$ cat src/rtl/logic_unit_pipe_if.sv
// rtl/logic_unit_pipe_if.sv - handshake bundle for the pipelined logic unit
//
// Groups the input beat (in_valid/in_ready, operands, opcode, accumulator
// controls) and the output beat (out_valid/out_ready, result and flags).
//   master : stimulus / consumer side (drives operands and out_ready)
//   slave  : logic unit side (drives in_ready, result and flags)
interface logic_unit_pipe_if #(
    parameter int WIDTH = 8
);
    logic             in_valid;
    logic             in_ready;
    logic [WIDTH-1:0] a;
    logic [WIDTH-1:0] b;
    logic [2:0]       op;
    logic             acc_en;
    logic             acc_clr;
    logic             out_valid;
    logic             out_ready;
    logic [WIDTH-1:0] y;
    logic             zero;
    logic             parity;
    logic             all_ones;
    logic             err;

    modport master (
        output in_valid, a, b, op, acc_en, acc_clr, out_ready,
        input  in_ready, out_valid, y, zero, parity, all_ones, err
    );

    modport slave (
        input  in_valid, a, b, op, acc_en, acc_clr, out_ready,
        output in_ready, out_valid, y, zero, parity, all_ones, err
    );
endinterface

$ cat src/rtl/logic_unit_pipe.sv
// rtl/logic_unit_pipe.sv - two-stage pipelined WIDTH-bit gate unit with accumulator
//
// Ports:
//   clk    : rising-edge clock
//   rst_n  : asynchronous active-low reset
//   bus    : logic_unit_pipe_if.slave
//            in_valid/in_ready/a/b/op/acc_en/acc_clr  input beat
//            out_valid/out_ready/y/zero/parity/all_ones/err  output beat
//
// op: 0 NOT(a), 1 AND, 2 OR, 3 NAND, 4 NOR, 5 XOR, 6 XNOR, 7 illegal (y=0, err=1)
module logic_unit_pipe #(
    parameter int               WIDTH    = 8,
    parameter logic [WIDTH-1:0] ACC_INIT = '0
) (
    input logic              clk,
    input logic              rst_n,
    logic_unit_pipe_if.slave bus
);

    typedef enum logic [2:0] {
        OP_NOT  = 3'd0,
        OP_AND  = 3'd1,
        OP_OR   = 3'd2,
        OP_NAND = 3'd3,
        OP_NOR  = 3'd4,
        OP_XOR  = 3'd5,
        OP_XNOR = 3'd6,
        OP_ILL  = 3'd7
    } op_e;

    // Stage-1 state
    logic             s1_valid;
    logic [WIDTH-1:0] s1_r;
    logic             s1_err;

    // Stage-2 (output) state
    logic             out_valid_q;
    logic [WIDTH-1:0] y_q;
    logic             zero_q;
    logic             parity_q;
    logic             all_ones_q;
    logic             err_q;

    logic [WIDTH-1:0] acc_q;

    // Flow control
    logic s2_adv;
    logic s1_adv;
    logic in_fire;

    // Combinational gate evaluation
    logic [WIDTH-1:0] b_eff;
    logic [WIDTH-1:0] r;
    logic             r_err;

    // in_ready depends on out_ready but never on in_valid, so upstream
    // may wait for in_ready before raising in_valid without deadlock.
    assign s2_adv   = !out_valid_q || bus.out_ready;
    assign s1_adv   = s1_valid && s2_adv;
    assign in_fire  = bus.in_valid && bus.in_ready;

    assign bus.in_ready  = !s1_valid || s2_adv;
    assign bus.out_valid = out_valid_q;
    assign bus.y         = y_q;
    assign bus.zero      = zero_q;
    assign bus.parity    = parity_q;
    assign bus.all_ones  = all_ones_q;
    assign bus.err       = err_q;

    always_comb begin
        b_eff = bus.acc_en ? acc_q : bus.b;
        r     = '0;
        r_err = 1'b0;
        case (op_e'(bus.op))
            OP_NOT:  r = ~bus.a;
            OP_AND:  r = bus.a & b_eff;
            OP_OR:   r = bus.a | b_eff;
            OP_NAND: r = ~(bus.a & b_eff);
            OP_NOR:  r = ~(bus.a | b_eff);
            OP_XOR:  r = bus.a ^ b_eff;
            OP_XNOR: r = ~(bus.a ^ b_eff);
            default: begin
                r     = '0;
                r_err = 1'b1;
            end
        endcase
    end

    // Stage 1: capture on every input transfer; empties when it hands
    // its beat to stage 2 without a new beat arriving behind it.
    always_ff @(posedge clk or negedge rst_n) begin
        if (!rst_n) begin
            s1_valid <= 1'b0;
            s1_r     <= '0;
            s1_err   <= 1'b0;
        end else if (in_fire) begin
            s1_valid <= 1'b1;
            s1_r     <= r;
            s1_err   <= r_err;
        end else if (s1_adv) begin
            s1_valid <= 1'b0;
        end
    end

    // Stage 2: flags are derived from the value being loaded so they
    // always travel with the y they describe.
    always_ff @(posedge clk or negedge rst_n) begin
        if (!rst_n) begin
            out_valid_q <= 1'b0;
            y_q         <= '0;
            zero_q      <= 1'b1;
            parity_q    <= 1'b0;
            all_ones_q  <= 1'b0;
            err_q       <= 1'b0;
        end else if (s2_adv) begin
            out_valid_q <= s1_valid;
            if (s1_valid) begin
                y_q        <= s1_r;
                err_q      <= s1_err;
                zero_q     <= (s1_r == '0);
                parity_q   <= ^s1_r;
                all_ones_q <= &s1_r;
            end
        end
    end

    // Accumulator: clear has priority; a beat arriving with clear still
    // used the old value through b_eff above. Illegal ops leave it alone.
    always_ff @(posedge clk or negedge rst_n) begin
        if (!rst_n) begin
            acc_q <= ACC_INIT;
        end else if (bus.acc_clr) begin
            acc_q <= ACC_INIT;
        end else if (in_fire && !r_err) begin
            acc_q <= r;
        end
    end

endmodule
$ cat src/flat_wrapper.sv
// flat-port wrapper written by rule: the top's interface ports become plain ports
module logic_unit_pipe_flat 
#(
    parameter int               WIDTH    = 8,
    parameter logic [WIDTH-1:0] ACC_INIT = '0
)
  (clk, rst_n, bus_in_valid, bus_a, bus_b, bus_op, bus_acc_en, bus_acc_clr, bus_out_ready, bus_in_ready, bus_out_valid, bus_y, bus_zero, bus_parity, bus_all_ones, bus_err);
  logic_unit_pipe_if #(.WIDTH(WIDTH)) bus_i ();
  input logic clk;
  input logic rst_n;
  input wire logic [$bits(bus_i.in_valid)-1:0] bus_in_valid;
  input wire logic [$bits(bus_i.a)-1:0] bus_a;
  input wire logic [$bits(bus_i.b)-1:0] bus_b;
  input wire logic [$bits(bus_i.op)-1:0] bus_op;
  input wire logic [$bits(bus_i.acc_en)-1:0] bus_acc_en;
  input wire logic [$bits(bus_i.acc_clr)-1:0] bus_acc_clr;
  input wire logic [$bits(bus_i.out_ready)-1:0] bus_out_ready;
  output wire logic [$bits(bus_i.in_ready)-1:0] bus_in_ready;
  output wire logic [$bits(bus_i.out_valid)-1:0] bus_out_valid;
  output wire logic [$bits(bus_i.y)-1:0] bus_y;
  output wire logic [$bits(bus_i.zero)-1:0] bus_zero;
  output wire logic [$bits(bus_i.parity)-1:0] bus_parity;
  output wire logic [$bits(bus_i.all_ones)-1:0] bus_all_ones;
  output wire logic [$bits(bus_i.err)-1:0] bus_err;
  assign bus_i.in_valid = bus_in_valid;
  assign bus_i.a = bus_a;
  assign bus_i.b = bus_b;
  assign bus_i.op = bus_op;
  assign bus_i.acc_en = bus_acc_en;
  assign bus_i.acc_clr = bus_acc_clr;
  assign bus_i.out_ready = bus_out_ready;
  assign bus_in_ready = bus_i.in_ready;
  assign bus_out_valid = bus_i.out_valid;
  assign bus_y = bus_i.y;
  assign bus_zero = bus_i.zero;
  assign bus_parity = bus_i.parity;
  assign bus_all_ones = bus_i.all_ones;
  assign bus_err = bus_i.err;
  logic_unit_pipe #(.WIDTH(WIDTH), .ACC_INIT(ACC_INIT)) u_core (.clk(clk), .rst_n(rst_n), .bus(bus_i));
endmodule
$ cat config.mk
export PLATFORM = sky130hd
export DESIGN_NAME = logic_unit_pipe_flat
export DESIGN_NICKNAME = d
export VERILOG_FILES = /design/src/rtl/logic_unit_pipe_if.sv /design/src/rtl/logic_unit_pipe.sv /design/src/flat_wrapper.sv
export SDC_FILE = /design/constraint.sdc
export NUM_CORES = 1
export LEC_CHECK = 0
export CORE_AREA = 2 2 92 68
export CTS_CLUSTER_SIZE = 28
export DETAILED_ROUTE_END_ITERATION = 10
export DIE_AREA = 0 0 94 70
export HOLD_SLACK_MARGIN = 0.15
export PLACE_DENSITY_LB_ADDON = 0.3
export SETUP_SLACK_MARGIN = 0.3
export SLEW_MARGIN = 20
export SYNTH_ARGS = -nofsm -noshare
export SYNTH_HDL_FRONTEND = slang
export SYNTH_SLANG_ARGS = --single-unit
$ cat constraint.sdc
create_clock -name clk -period 3.08 [get_ports clk]
set_input_delay 0.462 -clock clk [delete_from_list [all_inputs] [get_ports clk]]
set_output_delay 0.462 -clock clk [all_outputs]
set_load 0.005 [all_outputs]
# --- Word-level counts from Yosys, hierarchy flattened ---
# Cells that the tools add are included.
word_totals:
  ff_bits: 31
  output_inout_bits: 14
  word_cells: 45
classes:
  n_reduce_logical: 15
  n_mux: 7
  bitwise_logic: 7
  n_eq_ne: 6
ops:
  columns: ["operator", "n"]
  rows:
  - ["one-hot mux 8 bit (7 select lines)", 1]
  - ["inverter 8 bit", 4]
  - ["two-way mux 8 bit", 3]
  - ["equality test 3 bit, second input constant", 3]
  - ["bitwise AND 8 bit", 1]
  - ["zero test 8 bit", 1]
  - ["OR 8 bit", 1]
  - ["AND reduction 8 bit", 1]
  - ["XOR reduction 8 bit", 1]
  - ["XOR 8 bit", 1]
  - ["OR reduction 7 bit", 1]
  - ["equality test 3 x 2 -> 1 bit, second input constant", 2]
  - ["nonzero test 2 bit", 2]
  - ["equality test 3 x 1 -> 1 bit, second input constant", 1]
  - ["logical AND 1 bit", 3]
  - ["zero test 3 bit", 1]
  - ["two-way mux 1 bit", 3]
  - ["zero test 1 bit", 2]
  - ["logical OR 1 bit", 2]
  - ["AND reduction 2 bit", 1]

# --- Depth between registers and ports, before layout ---
# Gate-level depths: netlist of the first run.
logic_depth:
  word_depth: 7
  depth_mapped: 8
  depth_no_buf: 7

# --- Worst setup path before layout of the first run ---
# OpenSTA, ideal clock, no wires.
synth_path:
  path_kind: "input to register"
  startpoint: "input bus_acc_en"
  endpoint: "register u_core.acc_q[2]"
  setup_ps: 78
  path_slack_ps: 972
  path_buffers: 1
  arrival_time_ps: 2030
  cell_stages: 8
  cell_sequence: "clkbuf_1 > mux2i_1 > inv_1 > ha_1 > xnor2_1 > o221a_2 > a211o_1 > a21oi_1"
synth_between:
  elab_chain_cells: 6
synth_rtl:
  columns: ["item", "line_no", "rtl"]
  rows:
  - ["start, declared", "flat_wrapper.sv:15", "input wire logic [$bits(bus_i.acc_en)-1:0] bus_acc_en;"]
  - ["two-way mux 8 bit *", "logic_unit_pipe.sv:71", "b_eff = bus.acc_en ? acc_q : bus.b;"]
  - ["XOR 8 bit (tied with other cells)", "logic_unit_pipe.sv:80, logic_unit_pipe.sv:81", null]
  - ["inverter 8 bit, on equally long branches", "logic_unit_pipe.sv:81, logic_unit_pipe.sv:78, logic_unit_pipe.sv:79", null]
  - ["one-hot mux 8 bit (7 select lines) *", "logic_unit_pipe.sv:74", "case (op_e'(bus.op))"]
  - ["two-way mux 8 bit *", "logic_unit_pipe.sv:134", "end else if (in_fire && !r_err) begin"]
  - ["two-way mux 8 bit *", "logic_unit_pipe.sv:132", "end else if (bus.acc_clr) begin"]
  - ["end signal, assigned", "logic_unit_pipe.sv:135", "acc_q <= r;"]
  - ["end, declared", "logic_unit_pipe.sv:44", "logic [WIDTH-1:0] acc_q;"]
# Every way passes the cells marked *; elsewhere a longest branch is shown, timed or not. The select of a mux whose other input is x is not followed.
# A chain may end at the register's enable or synchronous reset.

# --- Worst setup path after layout of the first run ---
# Same ends and word-level chain as after synthesis.

==> out/results.ini, run 1 <==
[status]
status=finished, final reports clean

[synth]
syn_inst=234
ys_seq_area_share_pct=35.06
async_flop_share_pct=100.0
synth_cell_types=44
syn_nets=283
yosys.area.top_type_share_pct=33.88
synth_fa_ha_area_share_pct=13.55
synth_xor_area_share_pct=3.162
synth-simple-area-share_pct=15.25
syn_area_sq_mm=0.002216
yosys_warnings=0
yosys.area.top_type=dfrtp_1
synth_area_leaders=dfrtp_1 34%, ha_1 14%, mux2i_1 5.0%, nand2_1 4.9%, inv_1 4.2%
ys_seq_elements=31
synth_top_family_by_area=simple AND/OR/NAND/NOR gates
ys.flop_type=dfrtp_1
synth_compound_area_share_pct=14.91
synth_edf_count=0
syn_area_per_cell_sq_um=9.470
synthMuxAreaShare_pct=9.543

[sta]
finalClockSkew_ns=0.002896
min_period_ns=2.409
period_share_pct=78.23
worst_pin_slew_ns=0.7523
setup_slack_ns=0.6706
relSlewSlack_pct=49.69
hold_viol=0
fmax_mhz=415.0
tns_ns=0
rsz0062_at_grt=false
setup_viol=0
drv_slew=0

[worst_setup_path]
crit_buf_inv=2
crit_arrival_ns=2.60
required_ns=3.27
startpoint_type=primary input
crit_chain=clkdlybuf4s50_1 -> mux2i_1 -> inv_1 -> ha_1 -> xnor2_1 -> o221a_2 -> a211o_1 -> a21oi_1
worst-path-max-fanout=8
cp_slowest_cell=clkdlybuf4s50_1
critPathTopFamily=buffers and inverters
endpoint_kind=flop
crit_type=in2reg
max_stage_delay_ns=0.79

[placement]
place_area_sq_mm=0.002644
place_ws_ns=0.3769
portBuffers=38
dp.final_hpwl_mm=3.647
gp_congestion=0.7467
dp.cells=342

[global_routing]
gr-usage-all-layers_pct=15.49
grt_pass1_wl_mm=8.162
antenna_found_initial=0
grt_max_degree=32
use_met3_pct=4.315
grt_overflow=0
met1_usage_pct=22.82
grt_pass1_vias=1746
met2_usage_pct=22.62
busiest_layer=met1

[floorplan]
die_x_um=94
initial_core_util_pct=37.84
num_io_pins=39
fp.dieArea_sq_mm=0.006580
rows=24
die_y_um=70
core_sq_mm=0.005856

[clock_tree]
cts-resized-gates=0
clockBufferDepth=2
h-tree-depth=2
cts_sinks=31
post_cts_buffers=0
cts-root-buf=clkbuf_8
clock_latency_ns=0.27
ctsHoldBuffers=0
cts_made_buffers=5
cts_tree=built
path_clk_slew_ns=0.06

[job]
maxCapViolCount=0

[layout]
multi_input_area_sq_mm=0.001250
mostFrequentLayoutCell=clkdlybuf4s50_1
antenna_cells=0
fill_cells=580
fin_cells=348
area.growth.synth_to_final_pct=22.59
final-seq-area_sq_um=777.0
layout_common_cells=38 x clkdlybuf4s50_1, 30 x dfrtp_1, 29 x nand2_1, 25 x inv_1, 24 x ha_1
stdcell_area_sq_mm=0.002716
layout.nets=320
drive_gt1_share_pct=9.630

[drt]
antenna_left=0
wl_per_cell_um=13.32
drtIter0Drc=96
vias=1710
viasPerCell=4.914
drtPass1Iterations=4
routed_wl_mm=4.636
drc=0

[hold_path]
hp-class=reg2reg

[pwr]
power_density_mw_per_mm2=441.9
vdd_ir_drop_max_uv=181.6
p_leak_nw=1.265

-- Yosys cell counts (3+ instances only) --
| master | instances |
|---|---|
| inv_1 | 25 |
| nand3_1 | 4 |
| buf_6 | 3 |
| nor2_1 | 6 |
| xnor2_1 | 8 |
| o21ai_0 | 16 |
| dfrtp_1 | 30 |
| nand2b_1 | 11 |
| ha_1 | 24 |
| nand4b_1 | 3 |
| mux2_4 | 3 |
| buf_2 | 4 |
| clkbuf_1 | 4 |
| mux2_2 | 5 |
| a211oi_1 | 3 |
| a21oi_1 | 7 |
| nand2_1 | 29 |
| mux2i_1 | 11 |
| o221ai_1 | 5 |
| a221oi_1 | 3 |
-- kinds of logic (layout without fill, tap and decap cells) --
kind of cell	after synthesis	after routing
buffers and inverters	39	75
adders and majority gates	24	24
muxes	19	19
AOI/OAI and AO/OA	47	47
and+or+nand+nor	66	66
DFF	31	31
xor gates and xnor gates	8	8
-- final cells by class --
class / instances / share of cell area (%)
inverters: 25 / 3.455
repair buffers: 44 / 15.66
clock buffers: 6 / 2.672
well taps: 78 / 3.593
multi-input cells: 164 / 46.02
flip-flops and latches: 31 / 28.60
-- per-stage QoR --
step	power [W]	utilization [%]	hold WS, ns
after floorplan	0.0007636	-	0.1664
after global placement	0.0009226	45.15	0.4692
after detailed placement	0.0009297	45.15	0.4742
after CTS	0.001214	46.39	0.4870
after global routing	0.001296	46.39	0.5114
final	0.001200	46.39	0.4815
-- sequential cells by signal, indices dropped and copies added, names as in the netlist --
| signal | flops |
|---|---|
| u_core.bus.out_valid | 1 |
| u_core.s1_valid | 1 |
| u_core.s1_r | 8 |
| u_core.acc_q | 8 |
| u_core.bus.parity | 1 |
| u_core.bus.all_ones | 1 |
| u_core.bus.err | 1 |
| u_core.s1_err | 1 |
| u_core.bus.zero | 1 |
| u_core.bus.y | 8 |
-- worst paths after layout --
path,from,end,slack (ns),cells after the start
max,bus_acc_en,u_core.acc_q[2],0.67,8
min,u_core.bus.y[3],u_core.bus.y[3],0.48,2
max reg2reg,u_core.acc_q[2],u_core.acc_q[2],1.37,7
min reg2reg,u_core.bus.y[3],u_core.bus.y[3],0.48,2
max in group asynchronous,rst_n,u_core.bus.zero,2.18,2
min in group asynchronous,rst_n,u_core.acc_q[1],0.58,2
-- metal layers --
layer  share of wire (%)  vias up
met5                   0        -
met4                0.50        0
met3                 5.0        4
met2                  42       36
met1                  53      798
li1                    -      872
-- power breakdown --
part / internal [W] / switching (W) / leakage [nW]
sequential: 0.000473 / 0.0000403 / 0.393
combinational: 0.000218 / 0.000188 / 0.835
clock: 0.000150 / 0.000131 / 0.0371
total: 0.000841 / 0.000359 / 1.27
-- worst reg2reg max path: cells and delay by family, from the launching register on --
family                   cells  cell delay [ns]
multiplexers                 1             0.19
flip-flops                   1             0.39
buffers and inverters        1             0.07
AO/OA/AOI/OAI                3             0.67
XOR/XNOR                     1             0.13
adder cells (fa/ha/maj)      1             0.19
Note: power is estimated with default switching activity, not from simulation.
==> run 2: changes to the inputs <==
clock period = 2.35 ns   (was 3.08 ns; I/O delays follow)
==> run 2 against run 1 <==
  * Final area grew 3.2%
  * Wire length is 3.5% lower
  * Die area unchanged
  * Clock-buffer cell count is 2 higher
  * Sequential share of layout area down 0.88 points
  * Clock power up 63%
  * Critical path type is now in2out
  * Largest power group unchanged
==> out/results.ini, run 2 (synthesis results as in run 1) <==
[status]
status=finished, final reports clean  ; unchanged

[worst_setup_path]
endpoint_kind=primary output  ; was flop
cp_slowest_cell=clkdlybuf4s50_1  ; unchanged
crit_arrival_ns=1.54  ; was 2.60 ns
crit_chain=clkdlybuf4s50_1 -> nand3b_1 -> clkdlybuf4s50_1  ; was clkdlybuf4s50_1 -> mux2i_1 -> inv_1 -> ha_1 -> xnor2_1 -> o221a_2 -> a211o_1 -> a21oi_1
max_stage_delay_ns=0.53  ; was 0.79 ns
startpoint_type=primary input  ; unchanged
required_ns=2.00  ; was 3.27 ns
crit_buf_inv=2  ; unchanged
crit_top_cell=clkdlybuf4s50_1
crit_type=in2out  ; was in2reg
critPathTopFamily=buffers and inverters  ; unchanged
worst-path-max-fanout=5  ; was 8

[clock_tree]
cts_tree=built  ; unchanged
post_cts_buffers=0  ; unchanged
cts-root-buf=clkbuf_8  ; unchanged
path_clk_slew_ns=0.06  ; about the same
h-tree-depth=2  ; unchanged
clock_latency_ns=0.29  ; was 0.27 ns
clockBufferDepth=2  ; unchanged
cts_made_buffers=5  ; unchanged
cts_sinks=31  ; unchanged

[global_routing]
grt_max_degree=32  ; unchanged
antenna_found_initial=0  ; unchanged
gr-usage-all-layers_pct=14.95  ; was 15.49%
grt_pass1_vias=1657  ; was 1746
grt_overflow=0  ; unchanged
grt_pass1_wl_mm=7.790  ; was 8.162 mm

[floorplan]
rows=24  ; unchanged
initial_core_util_pct=37.84  ; unchanged
die_x_um=94  ; unchanged
die_y_um=70  ; unchanged
core_sq_mm=0.005856  ; unchanged
fp.dieArea_sq_mm=0.006580  ; unchanged
num_io_pins=39  ; unchanged

[drt]
vias=1702  ; was 1710
met1_length_mm=2.357  ; was 2.442 mm
viasPerCell=4.835  ; was 4.914
dr.max_layer_used=met4  ; unchanged
drc=0  ; unchanged
wl_met3_um=197  ; was 231 um
routed_wl_mm=4.474  ; was 4.636 mm
wl_met2_mm=1.853  ; was 1.940 mm
drtPass1Iterations=4  ; unchanged
antenna_left=0  ; unchanged
drtIter0Drc=91  ; was 96
wl_per_cell_um=12.71  ; was 13.32 um

[layout]
drive_gt1_share_pct=11.68  ; was 9.630%
final-seq-area_sq_um=777.0  ; unchanged
utilization_pct=47.86  ; was 46.39%
stdcell_area_sq_mm=0.002803  ; was 0.002716 sq mm
multi_input_area_sq_mm=0.001257  ; was 0.001250 sq mm
fill_cells=566  ; was 580
mostFrequentLayoutCell=clkdlybuf4s50_1  ; unchanged
layout_common_cells=37 x clkdlybuf4s50_1, 30 x dfrtp_1, 29 x nand2_1, 25 x inv_1, 24 x ha_1  ; was 38 x clkdlybuf4s50_1, 30 x dfrtp_1, 29 x nand2_1, 25 x inv_1, 24 x ha_1
antenna_cells=0  ; unchanged
area.growth.synth_to_final_pct=26.48  ; was 22.59%
layout.nets=322  ; was 320
fin_cells=352  ; was 348

[sta]
fmax_mhz=527.6
relSlewSlack_pct=73.48  ; was 49.69%
period_share_pct=80.65
min_period_ns=1.895
drv_slew=0  ; unchanged
rsz0062_at_grt=false  ; unchanged
finalClockSkew_ns=0.004458  ; was 0.002896 ns
setup_slack_ns=0.4547  ; was 0.6706 ns
hold_viol=0  ; unchanged
holdWs_ns=0.4569  ; was 0.4815 ns
setup_viol=0  ; unchanged
worst_pin_slew_ns=0.3968  ; was 0.7523 ns

[placement]
place_ws_ns=-0.06206  ; was 0.3769 ns
dp.cells=344  ; was 342
portBuffers=38  ; unchanged
dp.final_hpwl_mm=3.439  ; was 3.647 mm
gp_congestion=0.8035  ; was 0.7467
place_area_sq_mm=0.002696  ; was 0.002644 sq mm

[job]
maxCapViolCount=0  ; unchanged

[hold_path]
hp-class=in2async  ; was reg2reg

[pwr]
power_density_mw_per_mm2=597.1  ; was 441.9 mW/mm^2
p_leak_nw=1.301  ; was 1.265 nW
vdd_ir_drop_max_uv=232.4  ; was 181.6 uV

## run 2: final cells by class
type | count | share of cell area [%]
clock buffers | 8 | 3.571
multi-input cells | 164 | 44.87
well taps | 78 | 3.482
flip-flops and latches | 31 | 27.72
repair buffers | 46 | 17.01
inverters | 25 | 3.348
## run 2: final timing paths
kind | start | end | slack [ns] | cells after the start
setup / recovery | bus_out_ready | bus_in_ready | 0.45 | 3
hold / removal | rst_n | u_core.bus.err | 0.46 | 2
setup reg to reg | u_core.acc_q[2] | u_core.acc_q[2] | 0.66 | 7
hold reg to reg | u_core.bus.zero | u_core.bus.zero | 0.48 | 2
max in group asynchronous | rst_n | u_core.bus.zero | 1.58 | 2
min in group clk | u_core.bus.zero | u_core.bus.zero | 0.48 | 2
## run 2: repair_timing
item / 4_1_cts / 5_1_grt
endpoints found under the setup margin: 8 / 0
resized for setup: 3 / 0
hold buffers: 0 / 0
## run 2: per-stage QoR
stage	setup TNS, ns	total power (W)
final	0	0.001674
after global routing	0	0.001801
after CTS	0	0.001695
after detailed placement	-0.1402	0.001228
after global placement	-0.1995	0.001218
after floorplan	0	0.001001
## run 2: worst register-to-register path: stages, from the launching register on
cell	delay (ns)
dfrtp_1	0.38
mux2i_1	0.18
inv_1	0.06
ha_1	0.19
xnor2_1	0.13
o221a_2	0.26
a211o_1	0.26
a21oi_1	0.13
## run 2: report_power, final
group / total, W / internal, W / leakage [nW] / switching, W
logic: 0.000543 / 0.000298 / 0.856 / 0.000246
registers: 0.000671 / 0.000619 / 0.393 / 0.0000517
clock network: 0.000459 / 0.000267 / 0.0515 / 0.000192
total: 0.00167 / 0.00118 / 1.30 / 0.000489
## run 2: per-layer routing
metal  vias to the layer above  global-route usage, %
met3                         8                  4.099
met5                         -                      0
met2                        30                  21.03
met4                         0                  5.797
met1                       777                  21.69
li1                        887                      -
